`src/rtl/bcd_pkg.sv`:
```
// bcd_pkg: shared FSM states, BCD digit width and the double-dabble digit adjust.
package bcd_pkg;

    typedef enum logic [1:0] {IDLE, SHIFT, DONE} state_t;

    localparam int BCD_DIGIT_W = 4;

    function automatic logic [BCD_DIGIT_W-1:0] add3_if_ge5(input logic [BCD_DIGIT_W-1:0] digit);
        return (digit >= 4'd5) ? digit + 4'd3 : digit;
    endfunction

endpackage

```
`src/rtl/bcd_dabble_step.sv`:
```
// bcd_dabble_step: one combinational double-dabble iteration (adjust all digits, shift in one bit).
module bcd_dabble_step
    import bcd_pkg::*;
#(
    parameter int DIGITS = 4
) (
    input  logic [BCD_DIGIT_W*DIGITS-1:0] i_digits,
    input  logic                          i_in_bit,
    output logic [BCD_DIGIT_W*DIGITS-1:0] o_digits,
    output logic                          o_carry_out
);

    logic [BCD_DIGIT_W*DIGITS-1:0] w_adj;

    for (genvar g = 0; g < DIGITS; g++) begin : g_dig
        assign w_adj[g*BCD_DIGIT_W +: BCD_DIGIT_W] = add3_if_ge5(i_digits[g*BCD_DIGIT_W +: BCD_DIGIT_W]);
    end

    assign {o_carry_out, o_digits} = {w_adj, i_in_bit};

endmodule

```
`src/rtl/bin2bcd_seq.sv`:
```
// bin2bcd_seq: sequential binary-to-BCD converter, one double-dabble iteration per clock,
// valid/ready on both sides, optional signed input and overflow flag.
module bin2bcd_seq
    import bcd_pkg::*;
#(
    parameter int BIN_W  = 12,
    parameter int DIGITS = 4,
    parameter int SIGNED = 0
) (
    input  logic                          clk,
    input  logic                          rst_n,
    input  logic                          in_valid,
    output logic                          in_ready,
    input  logic [BIN_W-1:0]              bin,
    output logic                          out_valid,
    input  logic                          out_ready,
    output logic [BCD_DIGIT_W*DIGITS-1:0] bcd,
    output logic                          neg,
    output logic                          overflow,
    output logic                          busy
);

    localparam int CNT_W = $clog2(BIN_W + 1);
    localparam int BCD_W = BCD_DIGIT_W * DIGITS;

    state_t           r_state, w_next;
    logic [BIN_W-1:0] r_mag, w_mag;
    logic [BCD_W-1:0] r_digits, w_digits;
    logic [CNT_W-1:0] r_cnt;
    logic             r_neg, r_ovf;
    logic             w_neg, w_carry, w_accept, w_last;

    assign w_accept = in_valid && (r_state == IDLE);
    assign w_neg    = (SIGNED != 0) && bin[BIN_W-1];
    // -2^(BIN_W-1) negates to itself, which is the correct unsigned magnitude
    assign w_mag    = w_neg ? ~bin + 1'b1 : bin;
    assign w_last   = (r_cnt == CNT_W'(1));

    bcd_dabble_step #(.DIGITS(DIGITS)) u_step (
        .i_digits    (r_digits),
        .i_in_bit    (r_mag[BIN_W-1]),
        .o_digits    (w_digits),
        .o_carry_out (w_carry)
    );

    always_comb begin
        w_next = r_state;
        case (r_state)
            IDLE:    w_next = in_valid  ? SHIFT : IDLE;
            SHIFT:   w_next = w_last    ? DONE  : SHIFT;
            DONE:    w_next = out_ready ? IDLE  : DONE;
            default: w_next = IDLE;
        endcase
    end

    always_ff @(posedge clk or negedge rst_n) begin
        if (!rst_n)
            r_state <= IDLE;
        else
            r_state <= w_next;
    end

    always_ff @(posedge clk or negedge rst_n) begin
        if (!rst_n) begin
            r_mag    <= '0;
            r_digits <= '0;
            r_cnt    <= '0;
            r_neg    <= 1'b0;
            r_ovf    <= 1'b0;
        end else if (w_accept) begin
            r_mag    <= w_mag;
            r_digits <= '0;
            r_cnt    <= CNT_W'(BIN_W);
            r_neg    <= w_neg;
            r_ovf    <= 1'b0;
        end else if (r_state == SHIFT) begin
            r_mag    <= {r_mag[BIN_W-2:0], 1'b0};
            r_digits <= w_digits;
            r_cnt    <= r_cnt - 1'b1;
            r_ovf    <= r_ovf | w_carry;
        end
    end

    assign in_ready  = (r_state == IDLE);
    assign out_valid = (r_state == DONE);
    assign busy      = (r_state != IDLE);
    assign bcd       = r_digits;
    assign neg       = r_neg;
    assign overflow  = r_ovf;

endmodule

```
`config.mk`:
```
export PLATFORM = sky130hd
export DESIGN_NAME = bin2bcd_seq
export DESIGN_NICKNAME = d
export VERILOG_FILES = /design/src/rtl/bcd_pkg.sv /design/src/rtl/bcd_dabble_step.sv /design/src/rtl/bin2bcd_seq.sv
export SDC_FILE = /design/constraint.sdc
export NUM_CORES = 1
export LEC_CHECK = 0
export BUFFER_PORTS_ARGS = -buffer_cell sky130_fd_sc_hd__clkbuf_2
export CORE_ASPECT_RATIO = 1.5
export CORE_UTILIZATION = 35
export DETAILED_ROUTE_END_ITERATION = 8
export GPL_TIMING_DRIVEN = 0
export HOLD_SLACK_MARGIN = 0.06
export SYNTH_ARGS = -nofsm -noshare
export SYNTH_HDL_FRONTEND = slang
export SYNTH_HIERARCHICAL = 1
export SYNTH_SLANG_ARGS = --single-unit
```
`constraint.sdc`:
```
create_clock -name clk -period 3.8 [get_ports clk]
set_clock_uncertainty 0.05 [all_clocks]
set_input_delay 0.76 -clock clk [delete_from_list [all_inputs] [get_ports clk]]
set_output_delay 0.76 -clock clk [all_outputs]
set_load 0.01 [all_outputs]
```
# == Word level (Yosys, flattened, before mapping) ==
# Index checks and enable logic that the tools add are counted.
# word_totals
regBits,35
elab_cells,38
inputBits,16
output_inout_bits,21
# classes
n_addsub,5
n_bitwise,1
n_lt_le_gt_ge,4
eq_ne,3
mux,16
reduce_logical,4
# op_table
op,n
16-bit two-way mux,2
12-bit two-way mux,2
4-bit two-way mux,6
"4-bit by 2-bit adder with 4-bit output, second input constant",4
"4-bit by 3-bit >= comparator with 1-bit output, second input constant",4
2-bit case mux with 3 select lines,1
"4-bit by 1-bit equality test with 1-bit output, second input constant",1
2-bit two-way mux,2
2-bit nonzero test,2
"4-bit by 1-bit subtractor with 4-bit output, second input constant",1
1-bit two-way mux,3
"2-bit by 1-bit equality test with 1-bit output, second input constant",1
"2-bit equality test, second input constant",1
2-bit logical NOT,1
1-bit logical AND,1
1-bit bitwise OR,1

# == Depth between registers and ports, before layout ==
# Gate-level depths: netlist of the first run.
# depth
ltp_word,5
mapped_depth,7
depth_no_buf,7

# == By module ==
# Netlist of the first run, hierarchy kept.
# by_module_without_submodules
module,seq_area_each_um2,instances,area_each_um2,cells_each
bin2bcd_seq,875.8,1,1567.8,143
bcd_dabble_step,0.0,1,412.9,65

# == Least setup slack after synthesis of the first run ==
# Ideal clock, no wire load.
# synth_path
path_kind,register -> output
start,register r_state[0]
end,output port in_ready
path_slack_ps,1987
stages_incl_launch_ff,4
arrival_ps,1003
required_ps,2990
path_buffers,1
path_cell_list,dfrtp_1 buf_4 or2_2 inv_1
# synth_between
elab_chain_cells,1
# synth_rtl
element,line_no,text
from (decl),bin2bcd_seq.sv:26,"state_t r_state, w_next;"
from (signal assigned),bin2bcd_seq.sv:60,r_state <= w_next;
2-bit logical NOT,bin2bcd_seq.sv:84,assign in_ready = (r_state == IDLE);
to (decl),bin2bcd_seq.sv:13,"output logic in_ready,"
# Every way passes these cells.

# == Final worst setup path of the first run ==
# Ends and elaborated chain as after synthesis.

==> results of run 1 <==
[where the power goes]
part           switching [mW]  total (mW)  internal, mW
registers               0.177       0.716         0.539
clock network           0.129       0.271         0.142
logic                   0.526        1.05         0.526
total                   0.832        2.04          1.21
[placed cells by master, fill, tap and decap left out, drive strengths merged]
cell	Yosys	final
a22o	16	16
xnor2	4	4
nor3b	1	1
or3	1	1
nor2b	4	4
inv	12	12
and2b	1	1
clkinv	0	1
dfrtp	35	35
o21ai	24	24
nor3	1	1
nor2	6	6
conb	1	1
mux2i	4	4
buf	11	11
clkbuf	2	43
nand3b	1	1
o21bai	1	1
and3b	11	11
nand2	31	31
a311oi	1	1
ha	10	10
a21oi	18	18
nand4bb	1	1
nand2b	9	9
or2	1	1
a31oi	1	1
[worst paths after layout]
path,start,end,slack (ps),cells after the start
max in group asynchronous,rst_n,r_cnt[1],2610,1
min in group asynchronous,rst_n,r_mag[5],530,1
setup reg to reg,bcd[8],bcd[10],2290,5
setup / recovery,r_state[0],in_ready,1570,4
hold / removal,r_mag[11],r_mag[11],440,2
hold reg to reg,r_mag[11],r_mag[11],440,2
[registers in the layout, indices dropped and copies added (netlist names)]
signal and count:
bcd 16, r_mag 12, r_cnt 4, r_state 2, overflow 1
[cell type report]
class | count | area, sq um | share of cell area
sequential | 35 | 876 | 0.376
timing repair buffer | 35 | 175 | 0.0751
inverter | 12 | 45.0 | 0.0193
multi-input combinational | 148 | 971 | 0.417
buffer | 13 | 88.8 | 0.0381
clock inverter | 1 | 5.00 | 0.00215
clock buffer | 6 | 82.6 | 0.0354
tap | 70 | 87.6 | 0.0376
[logic make-up (layout without fill, tap and decap cells)]
family,count (synthesis),count (layout)
simple gates,68,68
compound gates,61,61
flops,35,35
buf+inv,25,67
fa+ha+maj,10,10
xor+xnor,4,4
mux,4,4
other cells,1,1
[routing by layer]
layer  global-route usage  up-vias  routed length [microns]
met4               0.0758        0                       31
li1                     -      795                        -
met5                    0        -                        0
met1                0.181      732                     1840
met2                0.258       33                     1990
met3               0.0231        2                      127
[critical path, cell delays in order (launching register included)]
cell and delay (ps):
dfrtp_1 460, buf_4 210, or2_2 290, inv_1 60
clkbuf_2 120
==> results.json, run 1 <==
{
  "outcome": "finished clean",
  "syn_nets": 234,
  "fin_tns_setup_ps": 0,
  "synth-xor-area-share": 0.0177,
  "power_mw": 2.04,
  "crit_path_max_fanout": 10,
  "diodes": 0,
  "routed_wl_microns": 3990,
  "clockRootBuffer": "clkbuf_8",
  "cts.clk_slew.worst_paths_ps": 70,
  "worstSkewPairLatency_ps": 280,
  "synth_edf_count": 0,
  "worst_slack_ps": 1570,
  "dp_cells": 313,
  "rsz0062_at_grt": "false",
  "slew_headroom": 0.417,
  "fin_area_sq_um": 2330,
  "rows": 33,
  "cts_tree": "yes",
  "fmax_ghz": 0.449,
  "grt_usage": 0.151,
  "area_growth_pct": 17.7,
  "drt_first_pass_iters": 4,
  "seq_area_frac_synth": 0.442,
  "dp_hpwl_microns": 2850,
  "yosys-top-cells-area": "dfrtp_1 (44%), a22o_1 (7.1%), ha_1 (6.3%)",
  "final_hold_viol_count": 0,
  "arrival_ps": 1420,
  "synth.top_cells.by_count": "dfrtp_1 (35), nand2_1 (31), a22o_1 (16)",
  "final_util": 0.428,
  "n_fill_cell": 586,
  "die_x_microns": 63.4,
  "dieArea_sq_um": 5970,
  "vdd_drop_max_mv": 0.377,
  "synth_cell_type_count": 31,
  "post_drt_wl_per_cell_microns": 12.5,
  "min_path_type": "flop to flop",
  "first_iter_violations": 51,
  "clkSinkCount": 35,
  "vias_per_cell": 4.88,
  "start_util": 0.363,
  "grt_pass1_wl_microns": 7030,
  "async_reset_ff_frac": 1.00,
  "grt_antenna_before_repair": 0,
  "core_sq_um": 5450,
  "setup_viol": 0,
  "holdBufCountCts": 0,
  "layoutNonFillerInstCount": 320,
  "ys_seq_elements": 35,
  "synth_compound_area_frac": 0.202,
  "finalMaxSlewViolations": 0,
  "critPathKind": "flop to output pin",
  "cp-end-kind": "output pin",
  "synth_top_area_share": 0.442,
  "grt_pass1_vias": 1554,
  "synthDominantAreaCellType": "dfrtp_1",
  "die_y_microns": 94.1,
  "finalCritPeriodShare": 0.586,
  "leakagePower_nw": 1.21,
  "final_nets": 276,
  "final_layout_size_suffix_gt1_frac": 0.240,
  "synth.most_common_cell": "dfrtp_1",
  "synth_top_family_by_area": "compound AO/OA/AOI/OAI gates",
  "grt-ovfl-total": 0,
  "whs_ps": 436,
  "postSynthCellCount": 208,
  "yosys.area_share.simple": 0.186,
  "io_pins": 37,
  "clk_path_buf_depth": 2,
  "dr_total_vias": 1562,
  "place_ws_ps": 1880,
  "numPortBuffers": 35,
  "cellPowerDensity_nw_per_um2": 875,
  "htreeDepth": 2,
  "grt_max_degree": 36,
  "place_area_sq_um": 2240,
  "yosys.area_share.adder": 0.0632,
  "syn_area_per_cell_sq_um": 9.52,
  "cap_violations": 0,
  "worst_pin_slew_ps": 874,
  "cts_setup_buffers": 0,
  "startpoint_type": "flop",
  "cts_resized": 0,
  "yosysWarnings": 6,
  "fin_crit_ps": 2230,
  "synthMuxAreaShare": 0.0202,
  "syn_area_sq_um": 1980,
  "required_ps": 2990,
  "cts_buffers": 5,
  "drc_errors": 0,
  "globalplace.congestion": 0.746,
  "synth_ff_type": "dfrtp_1",
  "final_antenna_net_count": 0
}
(Power assumes the default switching activity.)
==> run 2: changes to the inputs <==
==> constraint.sdc (replaced) <==
create_clock -name clk -period 1.9 [get_ports clk]
set_clock_uncertainty 0.05 [all_clocks]
set_input_delay 0.38 -clock clk [delete_from_list [all_inputs] [get_ports clk]]
set_output_delay 0.38 -clock clk [all_outputs]
set_load 0.01 [all_outputs]
==> results.json, run 2 (synthesis gave the netlist of run 1 again) <==
{
  "layout_commonest_cell": "clkbuf_2",
  "rows": 33,
  "clk_path_buf_depth": 2,
  "switching_power_mw": 1.66,
  "fmax_ghz": 0.549,
  "largest_reg_flops": 16,
  "startpoint": "r_state[0]",
  "area_growth_pct": 17.8,
  "grt-ovfl-total": 0,
  "r2r_slack_ps": 390,
  "r2r_start": "bcd[8]",
  "cts.clk_slew.worst_paths_ps": 70,
  "finalMaxSlewViolations": 0,
  "grt_antenna_before_repair": 0,
  "drt_first_pass_iters": 4,
  "fin_crit_ps": 1820,
  "place_area_sq_um": 2240,
  "worst_slack_ps": 78.3,
  "routed_wl_microns": 3990,
  "seqPwrFrac": 0.351,
  "die_x_microns": 63.4,
  "io_pins": 37,
  "cap_violations": 0,
  "r2r-end": "bcd[10]",
  "first_iter_violations": 51,
  "final_layout_size_suffix_gt1_frac": 0.244,
  "internal-power_mw": 2.42,
  "swShare": 0.408,
  "cp-end-kind": "output pin",
  "diodes": 0,
  "required_ps": 1470,
  "fin_area_sq_um": 2330,
  "critPathBufInv": 3,
  "mostFrequentLayoutCells": "clkbuf_2 (36), dfrtp_1 (34), nand2_1 (31)",
  "fin_tns_setup_ps": 0,
  "core_sq_um": 5450,
  "leakagePower_nw": 1.21,
  "p_comb_frac": 0.516,
  "post_drt_wl_per_cell_microns": 12.5,
  "clockRootBuffer": "clkbuf_8",
  "power_mw": 4.08,
  "cp_top_family": "flip-flops",
  "rr_worst_depth": 5,
  "final_hold_viol_count": 0,
  "critPathKind": "flop to output pin",
  "startpoint_type": "flop",
  "setup_viol": 0,
  "grt_max_degree": 36,
  "vias_per_cell": 4.88,
  "place_ws_ps": 361,
  "drc_errors": 0,
  "cellPowerDensity_nw_per_um2": 1750,
  "cts_tree": "yes",
  "slew_headroom": 0.417,
  "grt_pass1_wl_microns": 7030,
  "finalCritPeriodShare": 0.959,
  "vdd_drop_max_mv": 0.755,
  "htreeDepth": 2,
  "die_y_microns": 94.1,
  "dr_total_vias": 1562,
  "final_antenna_net_count": 0,
  "cp_cell_sequence": "buf_4 > or2_2 > inv_1 > clkbuf_2",
  "numPortBuffers": 35,
  "layoutNonFillerInstCount": 320,
  "cp_slowest_cell": "dfrtp_2",
  "grt_usage": 0.151,
  "clkSinkCount": 35,
  "dp_cells": 313,
  "dp_hpwl_microns": 2850,
  "cts_buffers": 5,
  "globalplace.congestion": 0.746,
  "dieArea_sq_um": 5970,
  "rsz0062_at_grt": "false",
  "crit_path_max_fanout": 10,
  "start_util": 0.363,
  "outcome": "finished clean",
  "worstSkewPairLatency_ps": 280,
  "grt_pass1_vias": 1554,
  "arrival_ps": 1390,
  "cts_setup_buffers": 0,
  "min_path_type": "input port to asynchronous set/reset pin",
  "cp_slowest_stage_delay_ps": 460,
  "clockPowerShare": 0.133,
  "final_nets": 276,
  "worst_pin_slew_ps": 874
}
==> run 2: power by group through the flow <==
stage,combinational [mW],clock (mW),sequential (mW)
2_1_floorplan,1.56,0,1.44
3_3_place_gp,2.08,0,1.44
3_5_place_dp,2.13,0,1.45
4_1_cts,2.13,0.568,1.44
5_1_grt,2.40,0.593,1.49
6_report,2.11,0.541,1.43
==> run 2: final cells by class <==
type | count | area (sq um)
plain buffers | 13 | 88.8
clock buffers | 6 | 82.6
clock inverters | 1 | 5.00
fillers | 585 | 3120
inverters | 12 | 45.0
multi-input cells | 148 | 971
flip-flops and latches | 35 | 877
well taps | 70 | 87.6
repair buffers | 35 | 175
==> run 2: worst max-delay path by stage <==
stage                    end  cells after the start
floorplan           in_ready                      3
global placement    in_ready                      4
detailed placement  in_ready                      4
CTS                 in_ready                      4
global route        in_ready                      4
finish              in_ready                      4
==> run 2: layer usage <==
metal	share of wire	routed length (microns)	vias up	global-route usage
li1	-	-	795	-
met1	0.46	1840	732	0.181
met2	0.50	1990	33	0.258
met3	0.032	127	2	0.0231
met4	0.0078	31	0	0.0758
met5	0	0	-	0
==> run 2: worst reg2reg max path, cell delays in order (launching register included) <==
cell	delay, ps
dfrtp_1	440
ha_1	230
nand2b_1	180
a21oi_2	220
mux2i_1	100
a22o_1	190
==> run 2: timing repair <==
item                                    CTS  global route
gates resized for setup                   0             1
hold buffers                              0             0
endpoints found under the setup margin    0             1
==> run 2: stage by stage <==
step | hold slack, ps | util
floorplan | 34.4 | -
global placement | 417 | 0.412
finish | 152 | 0.428
CTS | 196 | 0.428
global route | 237 | 0.428
detailed placement | 426 | 0.412
==> run 3: changes to the inputs <==
==> constraint.sdc (replaced) <==
create_clock -name clk -period 1.9 [get_ports clk]
set_clock_uncertainty 0.05 [all_clocks]
set_input_delay 0.095 -clock clk [delete_from_list [all_inputs] [get_ports clk]]
set_output_delay 0.095 -clock clk [all_outputs]
set_load 0.01 [all_outputs]
==> results.json, run 3 (synthesis gave the netlist of run 1 again) <==
{
  "outcome": "finished clean",
  "hold_start": "bin[0]",
  "dp_cells": 313,
  "die_y_microns": 94.1,
  "dieArea_sq_um": 5970,
  "grt_antenna_before_repair": 0,
  "vias_per_cell": 4.86,
  "arrival_ps": 1420,
  "setup_viol": 0,
  "worst_pin_slew_ps": 871,
  "finalMaxSlewViolations": 0,
  "final_nets": 278,
  "rsz0062_at_grt": "false",
  "critPathKind": "flop to output pin",
  "grt_pass1_vias": 1560,
  "cts_tree": "yes",
  "fin_tns_setup_ps": 0,
  "clockRootBuffer": "clkbuf_8",
  "cts_buffers": 5,
  "grt_usage": 0.151,
  "cts_setup_buffers": 0,
  "cp_slowest_stage_delay_ps": 460,
  "cp-end-kind": "output pin",
  "routed_wl_microns": 4000,
  "r2r_start": "bcd[8]",
  "slew_headroom": 0.420,
  "n_fill_cell": 583,
  "mostFrequentLayoutCells": "clkbuf_2 (36), dfrtp_1 (35), nand2_1 (31)",
  "largest_reg_flops": 16,
  "diodes": 0,
  "whs_ps": 78.1,
  "cts.clk_slew.worst_paths_ps": 70,
  "numPortBuffers": 35,
  "layout_commonest_cell": "clkbuf_2",
  "cellPowerDensity_nw_per_um2": 1740,
  "cp_top_family": "flip-flops",
  "dp_hpwl_microns": 2850,
  "rows": 33,
  "holdBufCountCts": 2,
  "place_ws_ps": 410,
  "fmax_ghz": 0.640,
  "final_hold_viol_count": 0,
  "drt_first_pass_iters": 4,
  "post_drt_wl_per_cell_microns": 12.4,
  "critPathBufInv": 3,
  "final_util": 0.431,
  "leakagePower_nw": 1.21,
  "area_growth_pct": 18.7,
  "min_path_type": "input port to flop",
  "startpoint_type": "flop",
  "grt_pass1_wl_microns": 7070,
  "core_sq_um": 5450,
  "clk_path_buf_depth": 2,
  "final_antenna_net_count": 0,
  "clkSinkCount": 35,
  "grt_max_degree": 36,
  "required_ps": 1750,
  "drc_errors": 0,
  "worstSkewPairLatency_ps": 280,
  "dr_total_vias": 1564,
  "final_layout_size_suffix_gt1_frac": 0.238,
  "grt-ovfl-total": 0,
  "cp_slowest_cell": "dfrtp_1",
  "layoutNonFillerInstCount": 322,
  "cts_resized": 0,
  "die_x_microns": 63.4,
  "globalplace.congestion": 0.746,
  "startpoint": "r_state[0]",
  "worst_slack_ps": 337,
  "first_iter_violations": 59,
  "crit_path_max_fanout": 10,
  "vdd_drop_max_mv": 0.756,
  "cp_cell_sequence": "buf_4 > or2_2 > inv_1 > clkbuf_2",
  "io_pins": 37,
  "start_util": 0.363,
  "finalCritPeriodShare": 0.823,
  "htreeDepth": 2,
  "cap_violations": 0,
  "fin_crit_ps": 1560
}
==> run 3: cell count changes in the layout (fill, tap and decap cells not counted) <==
cell           previous run  this run
dfrtp_1                  34        35
dfrtp_2                   1         0
dlygate4sd3_1             0         2
==> run 3: where the power goes <==
part / switching, mW / internal (mW)
registers: 0.355 / 1.08
clock network: 0.257 / 0.284
logic: 1.05 / 1.05
total: 1.66 / 2.42
==> run 3: layout make-up <==
class / count / area (sq um) / share of cell area
Clock buffer: 6 / 82.6 / 0.0351
Timing Repair Buffer: 37 / 195 / 0.0830
Multi-Input combinational cell: 148 / 971 / 0.413
Tap cell: 70 / 87.6 / 0.0373
Inverter: 12 / 45.0 / 0.0192
Clock inverter: 1 / 5.00 / 0.00213
Buffer: 13 / 88.8 / 0.0378
Sequential cell: 35 / 876 / 0.373
==> run 3: path summary, 6_finish.rpt <==
| kind | to | slack (ps) | cells past startpoint |
|---|---|---|---|
| max | in_ready | 340 | 4 |
| min | r_mag[0] | 80 | 3 |
| max reg2reg | bcd[10] | 390 | 5 |
| min reg2reg | r_mag[11] | 440 | 2 |
| max in group asynchronous | r_cnt[1] | 840 | 2 |
| min in group asynchronous | r_mag[5] | 400 | 2 |
==> run 3: metrics by stage <==
stage / cell area [sq um] / power [mW]
after floorplan: 1980 / 3.00
after global placement: 2240 / 3.52
after detailed placement: 2240 / 3.57
after CTS: 2350 / 4.14
after global routing: 2350 / 4.48
final: 2350 / 4.08
==> run 3: routing by layer <==
metal  vias up  wire [microns]  GRT usage
met1       732            1870      0.182
met4         0              31     0.0758
met3         2             111     0.0231
met2        31            1990      0.259
met5         -               0          0
li1        799               -          -
==> run 3: tightest hold or removal path: stages <==
cell and delay (ps):
clkbuf_2 80, a31oi_1 60, o21ai_0 140
